===== src/rtl/branch_stack_pkg.sv =====
// Shared types for the branch checkpoint stack: slot mask, checkpoint packet and sizing.
package branch_stack_pkg;

  localparam int B_MASK_WIDTH   = 4;
  localparam int DEPTH          = B_MASK_WIDTH;
  localparam int PREGS          = 64;
  localparam int ARCH_REG_SZ    = 32;
  localparam int PHYS_REG_IDX_W = 6;
  localparam int ROB_SZ_BITS    = 5;
  localparam int ADDR_W         = 32;

  typedef logic [B_MASK_WIDTH-1:0]                      b_mask_t;
  typedef logic [ADDR_W-1:0]                            addr_t;
  typedef logic [PREGS-1:0]                             free_list_t;
  typedef logic [PHYS_REG_IDX_W-1:0]                    phys_idx_t;
  typedef logic [ARCH_REG_SZ-1:0][PHYS_REG_IDX_W-1:0]   map_table_t;
  typedef logic [ROB_SZ_BITS-1:0]                       rob_idx_t;

  typedef struct packed {
    b_mask_t    b_m;
    map_table_t map_table;
    free_list_t free_list;
    rob_idx_t   rob_tail;
  } bs_entry_t;

  function automatic logic is_onehot(input b_mask_t m);
    return (m != '0) && ((m & (m - b_mask_t'(1))) == '0);
  endfunction

endpackage


===== src/rtl/branch_stack_if.sv =====
// Dispatch / branch-FU side of the checkpoint stack: checkpoint writes, resolutions and restore data.
interface branch_stack_if;
  import branch_stack_pkg::*;

  bs_entry_t [DEPTH-1:0] dispatch_entries;
  b_mask_t               next_b_mask;
  logic                  resolve_valid;
  b_mask_t               resolve_mask;
  logic                  resolve_mispredict;
  addr_t                 resolve_target_PC;
  free_list_t            retire_free_mask;

  b_mask_t               b_mask_combinational;
  b_mask_t               b_mm_resolve;
  logic                  restore_valid;
  map_table_t            map_table_restore;
  free_list_t            free_list_restore;
  rob_idx_t              rob_tail_restore;
  b_mask_t               b_mask_restore;
  addr_t                 restore_PC;
  b_mask_t               b_mm_squash;

  modport master (
    output dispatch_entries, next_b_mask, resolve_valid, resolve_mask,
           resolve_mispredict, resolve_target_PC, retire_free_mask,
    input  b_mask_combinational, b_mm_resolve, restore_valid, map_table_restore,
           free_list_restore, rob_tail_restore, b_mask_restore, restore_PC, b_mm_squash
  );

  modport slave (
    input  dispatch_entries, next_b_mask, resolve_valid, resolve_mask,
           resolve_mispredict, resolve_target_PC, retire_free_mask,
    output b_mask_combinational, b_mm_resolve, restore_valid, map_table_restore,
           free_list_restore, rob_tail_restore, b_mask_restore, restore_PC, b_mm_squash
  );

endinterface


===== src/rtl/branch_stack_onehot_mux.sv =====
// One-hot select of a checkpoint packet; an all-zero select yields an all-zero packet.
module bs_onehot_mux
  import branch_stack_pkg::*;
(
  input  bs_entry_t [DEPTH-1:0] entries,
  input  b_mask_t               sel,
  output bs_entry_t             entry_o
);

  always_comb begin
    entry_o = '0;
    for (int k = 0; k < DEPTH; k++) begin
      if (sel[k]) entry_o = entry_o | entries[k];
    end
  end

endmodule


===== src/rtl/branch_stack.sv =====
// Branch checkpoint store: one slot per b_mask bit, zero-latency resolve, restore on mispredict.
module branch_stack
  import branch_stack_pkg::*;
(
  input  logic           clock,
  input  logic           reset,
  branch_stack_if.slave  bs
);

  b_mask_t               valid_mask_q, valid_mask_d;
  bs_entry_t [DEPTH-1:0] entries_q, entries_d;

  logic      res_ok;
  logic      restore_valid;
  b_mask_t   b_mm_resolve;
  b_mask_t   b_mm_squash;
  b_mask_t   b_mask_comb;
  b_mask_t   alloc;
  b_mask_t   alloc_eff;
  bs_entry_t sel_entry;

  bs_onehot_mux u_mux (
    .entries (entries_q),
    .sel     (bs.resolve_mask),
    .entry_o (sel_entry)
  );

  // An illegal resolve (not one-hot or not live) is ignored entirely.
  always_comb begin
    res_ok        = bs.resolve_valid && is_onehot(bs.resolve_mask)
                    && ((bs.resolve_mask & valid_mask_q) != '0);
    restore_valid = res_ok && bs.resolve_mispredict;
    b_mm_resolve  = (res_ok && !bs.resolve_mispredict) ? bs.resolve_mask : '0;
    b_mm_squash   = '0;
    if (restore_valid) begin
      b_mm_squash = bs.resolve_mask;
      for (int k = 0; k < DEPTH; k++) begin
        if (valid_mask_q[k] && ((entries_q[k].b_m & bs.resolve_mask) != '0))
          b_mm_squash[k] = 1'b1;
      end
    end
    b_mask_comb = valid_mask_q & ~(b_mm_resolve | b_mm_squash);
    alloc       = bs.next_b_mask & ~b_mask_comb;
    alloc_eff   = restore_valid ? '0 : alloc;
  end

  always_comb begin
    bs.b_mask_combinational = b_mask_comb;
    bs.b_mm_resolve         = b_mm_resolve;
    bs.b_mm_squash          = b_mm_squash;
    bs.restore_valid        = restore_valid;
    bs.map_table_restore    = restore_valid ? sel_entry.map_table : '0;
    bs.free_list_restore    = restore_valid ? (sel_entry.free_list | bs.retire_free_mask) : '0;
    bs.rob_tail_restore     = restore_valid ? sel_entry.rob_tail : '0;
    bs.b_mask_restore       = restore_valid ? sel_entry.b_m : '0;
    bs.restore_PC           = restore_valid ? bs.resolve_target_PC : '0;
  end

  // New checkpoints also absorb this cycle's retire frees so a restore never revives a freed reg.
  always_comb begin
    valid_mask_d = (valid_mask_q & ~(b_mm_resolve | b_mm_squash)) | alloc_eff;
    entries_d    = entries_q;
    for (int k = 0; k < DEPTH; k++) begin
      if (alloc_eff[k]) begin
        entries_d[k]           = bs.dispatch_entries[k];
        entries_d[k].b_m       = bs.dispatch_entries[k].b_m & ~b_mm_resolve;
        entries_d[k].free_list = bs.dispatch_entries[k].free_list | bs.retire_free_mask;
      end else begin
        entries_d[k].b_m = entries_q[k].b_m & ~b_mm_resolve;
        if (valid_mask_q[k])
          entries_d[k].free_list = entries_q[k].free_list | bs.retire_free_mask;
      end
    end
  end

  always_ff @(posedge clock or negedge reset) begin
    if (!reset) begin
      valid_mask_q <= '0;
      entries_q    <= '0;
    end else begin
      valid_mask_q <= valid_mask_d;
      entries_q    <= entries_d;
    end
  end

  a_alloc_into_live: assert property (@(posedge clock) disable iff (!reset)
    (alloc & valid_mask_q) == '0);

  a_no_alloc_on_restore: assert property (@(posedge clock) disable iff (!reset)
    restore_valid |-> (alloc == '0));

  a_resolve_legal: assert property (@(posedge clock) disable iff (!reset)
    bs.resolve_valid |-> (is_onehot(bs.resolve_mask) && ((bs.resolve_mask & valid_mask_q) != '0)));

endmodule


===== src/flat_wrapper.sv =====
// flat-port wrapper written by rule: the top's interface ports become plain ports
module branch_stack_flat import branch_stack_pkg::*;
  (clock, reset, bs_dispatch_entries, bs_next_b_mask, bs_resolve_valid, bs_resolve_mask, bs_resolve_mispredict, bs_resolve_target_PC, bs_retire_free_mask, bs_b_mask_combinational, bs_b_mm_resolve, bs_restore_valid, bs_map_table_restore, bs_free_list_restore, bs_rob_tail_restore, bs_b_mask_restore, bs_restore_PC, bs_b_mm_squash);
  branch_stack_if bs_i ();
  input  logic clock;
  input  logic reset;
  input wire logic [$bits(bs_i.dispatch_entries)-1:0] bs_dispatch_entries;
  input wire logic [$bits(bs_i.next_b_mask)-1:0] bs_next_b_mask;
  input wire logic [$bits(bs_i.resolve_valid)-1:0] bs_resolve_valid;
  input wire logic [$bits(bs_i.resolve_mask)-1:0] bs_resolve_mask;
  input wire logic [$bits(bs_i.resolve_mispredict)-1:0] bs_resolve_mispredict;
  input wire logic [$bits(bs_i.resolve_target_PC)-1:0] bs_resolve_target_PC;
  input wire logic [$bits(bs_i.retire_free_mask)-1:0] bs_retire_free_mask;
  output wire logic [$bits(bs_i.b_mask_combinational)-1:0] bs_b_mask_combinational;
  output wire logic [$bits(bs_i.b_mm_resolve)-1:0] bs_b_mm_resolve;
  output wire logic [$bits(bs_i.restore_valid)-1:0] bs_restore_valid;
  output wire logic [$bits(bs_i.map_table_restore)-1:0] bs_map_table_restore;
  output wire logic [$bits(bs_i.free_list_restore)-1:0] bs_free_list_restore;
  output wire logic [$bits(bs_i.rob_tail_restore)-1:0] bs_rob_tail_restore;
  output wire logic [$bits(bs_i.b_mask_restore)-1:0] bs_b_mask_restore;
  output wire logic [$bits(bs_i.restore_PC)-1:0] bs_restore_PC;
  output wire logic [$bits(bs_i.b_mm_squash)-1:0] bs_b_mm_squash;
  assign bs_i.dispatch_entries = bs_dispatch_entries;
  assign bs_i.next_b_mask = bs_next_b_mask;
  assign bs_i.resolve_valid = bs_resolve_valid;
  assign bs_i.resolve_mask = bs_resolve_mask;
  assign bs_i.resolve_mispredict = bs_resolve_mispredict;
  assign bs_i.resolve_target_PC = bs_resolve_target_PC;
  assign bs_i.retire_free_mask = bs_retire_free_mask;
  assign bs_b_mask_combinational = bs_i.b_mask_combinational;
  assign bs_b_mm_resolve = bs_i.b_mm_resolve;
  assign bs_restore_valid = bs_i.restore_valid;
  assign bs_map_table_restore = bs_i.map_table_restore;
  assign bs_free_list_restore = bs_i.free_list_restore;
  assign bs_rob_tail_restore = bs_i.rob_tail_restore;
  assign bs_b_mask_restore = bs_i.b_mask_restore;
  assign bs_restore_PC = bs_i.restore_PC;
  assign bs_b_mm_squash = bs_i.b_mm_squash;
  branch_stack u_core (.clock(clock), .reset(reset), .bs(bs_i));
endmodule

===== config.mk =====
export PLATFORM = sky130hd
export DESIGN_NAME = branch_stack_flat
export DESIGN_NICKNAME = d
export VERILOG_FILES = /design/src/rtl/branch_stack_pkg.sv /design/src/rtl/branch_stack_if.sv /design/src/rtl/branch_stack_onehot_mux.sv /design/src/rtl/branch_stack.sv /design/src/flat_wrapper.sv
export SDC_FILE = /design/constraint.sdc
export NUM_CORES = 2
export LEC_CHECK = 0
export CAP_MARGIN = 20
export CORE_AREA = 2 2 580 582
export DETAILED_ROUTE_END_ITERATION = 7
export DIE_AREA = 0 0 582 584
export GPL_ROUTABILITY_DRIVEN = 1
export PLACE_DENSITY = 0.36
export SYNTH_ARGS = -nofsm -noshare
export SYNTH_HDL_FRONTEND = slang
export SYNTH_SLANG_ARGS = --single-unit

===== constraint.sdc =====
create_clock -name clock -period 2.4 [get_ports clock]
set_clock_uncertainty 0.1 [all_clocks]
set_input_delay 0.24 -clock clock [delete_from_list [all_inputs] [get_ports clock]]
set_output_delay 0.24 -clock clock [all_outputs]
set_load 0.02 [all_outputs]

==> metrics.txt <==
Worst Path Class, Setup=reg2out; Worst-Margin Slew=1.08 ns; peak supply drop=564 uV; clk slew on worst S/H paths=0.07 ns; Syn Area/Cell=9.48 sq um; sw frac=31.8%; die height=584 microns; setup slack after layout=-0.921 ns; area delta synth->final=73.5%; status=complete, but fails checks; gp weighted congestion=0.851; total gr overflow=0; 1st-iter DRT viols=4753; register share of total power=40.7%; number of global-route vias before repair=57600; Gate power share=25.3%; vias=56600; hpwl dp=273000 microns; final hold vios=0; Nets=9365; ANT nets after route=0; Crit path required time=2.06 ns; Clock Tree Buf Depth=4; initial core utilization=16.1%; first-pass GRT wire length=477000 microns; H-tree depth=4; clock share of power=34.1%; TritonCTS Buffers=147; PD cells=728 nW/um^2; routed wire length=352000 microns; Syn Nets=6810; Synth Register Bits=1064; register area share after synthesis=49.8%; Final period util=138%; post-synthesis cell area=53500 sq um; P_int=46.0 mW; io pins=1478; clock sink count=1064; Tot GR Track Use=19.9%; Final Power=67.6 mW; final setup fails=1350; failing checks=DRC, setup timing; Ys Warns=0; Core Rows=212; final instance area=92700 sq um; Slew Limit Fails=0; number of iterations in the first detailed-routing pass=8; CP endpoint kind=primary output; Clk Latency, worst-skew pair=0.81 ns; Worst Hold Slack=0.0403 ns; relative slew slack=27.7%; post-DR wirelength/cell=27.6 microns; PortBufs=1477; largest net degree at the start of global routing=141; most common cell after layout, fill and taps aside=nand2_1; core area=333000 sq um; DR WL met2=170000 microns; CTS tree=yes; DIE WIDTH=582 microns; DR vias/cell=4.45; clk root buf=clkbuf_16; CP Launch Type=flip-flop; Leak Pwr=38.7 nW; worst-path fanout max=7; Post-Route Utilization=27.9%; Crit path arrival time=2.98 ns; Gate Count Post-Synth=5642; post-synth cell types=40; # fillers=35100; Tmin final=3.32 ns; overall die area=340000 sq um; placed instance area=78300 sq um; RSZ-0062 raised after global routing=yes; top layer in use=met5; net switching power=21.5 mW; DR DRC count=1; Min-Delay Path Class=in2reg; M1 WL=150000 microns; met3 routed WL=20700 microns; max_cap viols=0; commonest cells after routing, fill and taps aside=1202 x nand2_1, 1164 x clkdlybuf4s50_1, 1060 x dfrtp_1; antenna violations before repair=71; fmax=301 MHz; share of post-route cells with drive strength above 1=22.1%
[cell families after synthesis]
family	after synthesis	synth area share, %
muxes	529	11.1
xor gates and xnor gates	1	0.0164
DFF	1064	49.8
buffers and inverters	516	4.25
and+or+nand+nor	2434	19.2
AOI/OAI and AO/OA	1098	15.6
[what timing repair did]
item	CTS	global route
buffers inserted	21	24
endpoints found under the setup margin	1241	1286
pin swaps	5	2
cloned	4	4
gates resized for setup	326	262
endpoints found under the hold margin	1874	0
hold buffers	813	0
[area by class of cell]
class	instances	area (sq um)	area share, %
inverters	5	18.8	0.0202
flip-flops and latches	1064	26600	28.7
clock inverters	45	587	0.633
multi-input cells	4062	25100	27.1
repair buffers	2917	30500	32.9
well taps	4387	5490	5.92
diodes	19	47.5	0.0513
clock buffers	217	4380	4.73
[final timing paths]
check                                           from                  endpoint  slack [ns]  cells after the start
setup / recovery              u_core.valid_mask_q[1]  bs_map_table_restore[99]       -0.92                     11
hold / removal             bs_dispatch_entries[1055]    u_core.entries_q[1055]        0.04                      3
setup reg to reg              u_core.valid_mask_q[1]     u_core.entries_q[543]       -0.37                      9
hold reg to reg                u_core.entries_q[902]     u_core.entries_q[902]        0.38                      2
max in group asynchronous                      reset     u_core.entries_q[137]        0.34                      5
min in group asynchronous                      reset    u_core.entries_q[1034]        0.05                      3
[state kept, by name, summed over array words and instances (netlist names)]
register             count
u_core.valid_mask_q      4
u_core.entries_q      1060
[cells in the mapped netlist (all sizes together)]
cell    instances  area [sq um]
nand2        1205          4520
dfrtp        1064         26600
nor3          771          3890
mux2          522          5880
nor2          411          1540
a22oi         406          3050
clkbuf        362          1360
a21oi         346          1730
buf           149           896
a22o          130          1140
a211oi        128          1560
a222oi         64           641
and3           33           206
o21ai          10          65.1
mux2i           7          70.1
nand2b          6          45.0
o211ai          6          55.1
inv             5          18.8
o211a           3          30.0
nand3b          2          15.0
nor2b           2          12.5
nor4b           2          23.8
o22ai           2          12.5
or4b            2          23.8
a21bo           1          10.0
a221o           1          11.3
a221oi          1          26.3
xor2            1          8.76
[power by group through the flow]
stage                     sequential (mW)  combinational [mW]  clock, mW
after floorplan                      26.1                8.23          0
after global placement               27.5                15.4          0
after detailed placement             27.7                15.6          0
after CTS                            27.4                17.0       23.7
after global routing                 28.1                18.5       24.4
final                                27.5                17.1       23.0
[critical path, stage by stage (launching register included)]
cell	delay (ns)
dfrtp_4	0.42
a22o_1	0.19
o211a_4	0.19
nand2_4	0.07
buf_12	0.15
buf_12	0.15
buf_16	0.16
buf_12	0.15
buf_4	0.13
buf_6	0.11
a21oi_4	0.24
buf_6	0.17
[metal layers]
layer / global-route usage (%) / vias up
li1: - / 25200
met1: 25.5 / 28700
met2: 33.8 / 2191
met3: 3.59 / 372
met4: 5.85 / 36
met5: 0 / -
[per-stage QoR]
| step | TNS (ns) | instances | setup WS [ns] |
|---|---|---|---|
| 6_report | -418.42 | 12700 | -0.921 |
| 5_1_grt | -545.59 | 12700 | -1.01 |
| 4_1_cts | -406.71 | 12700 | -1.11 |
| 3_5_place_dp | -1030.59 | 11600 | -1.24 |
| 3_3_place_gp | -1015.93 | 11600 | -1.24 |
| 2_1_floorplan | 0 | 5642 | 0.0823 |
Power figures use the tool's default switching activity.
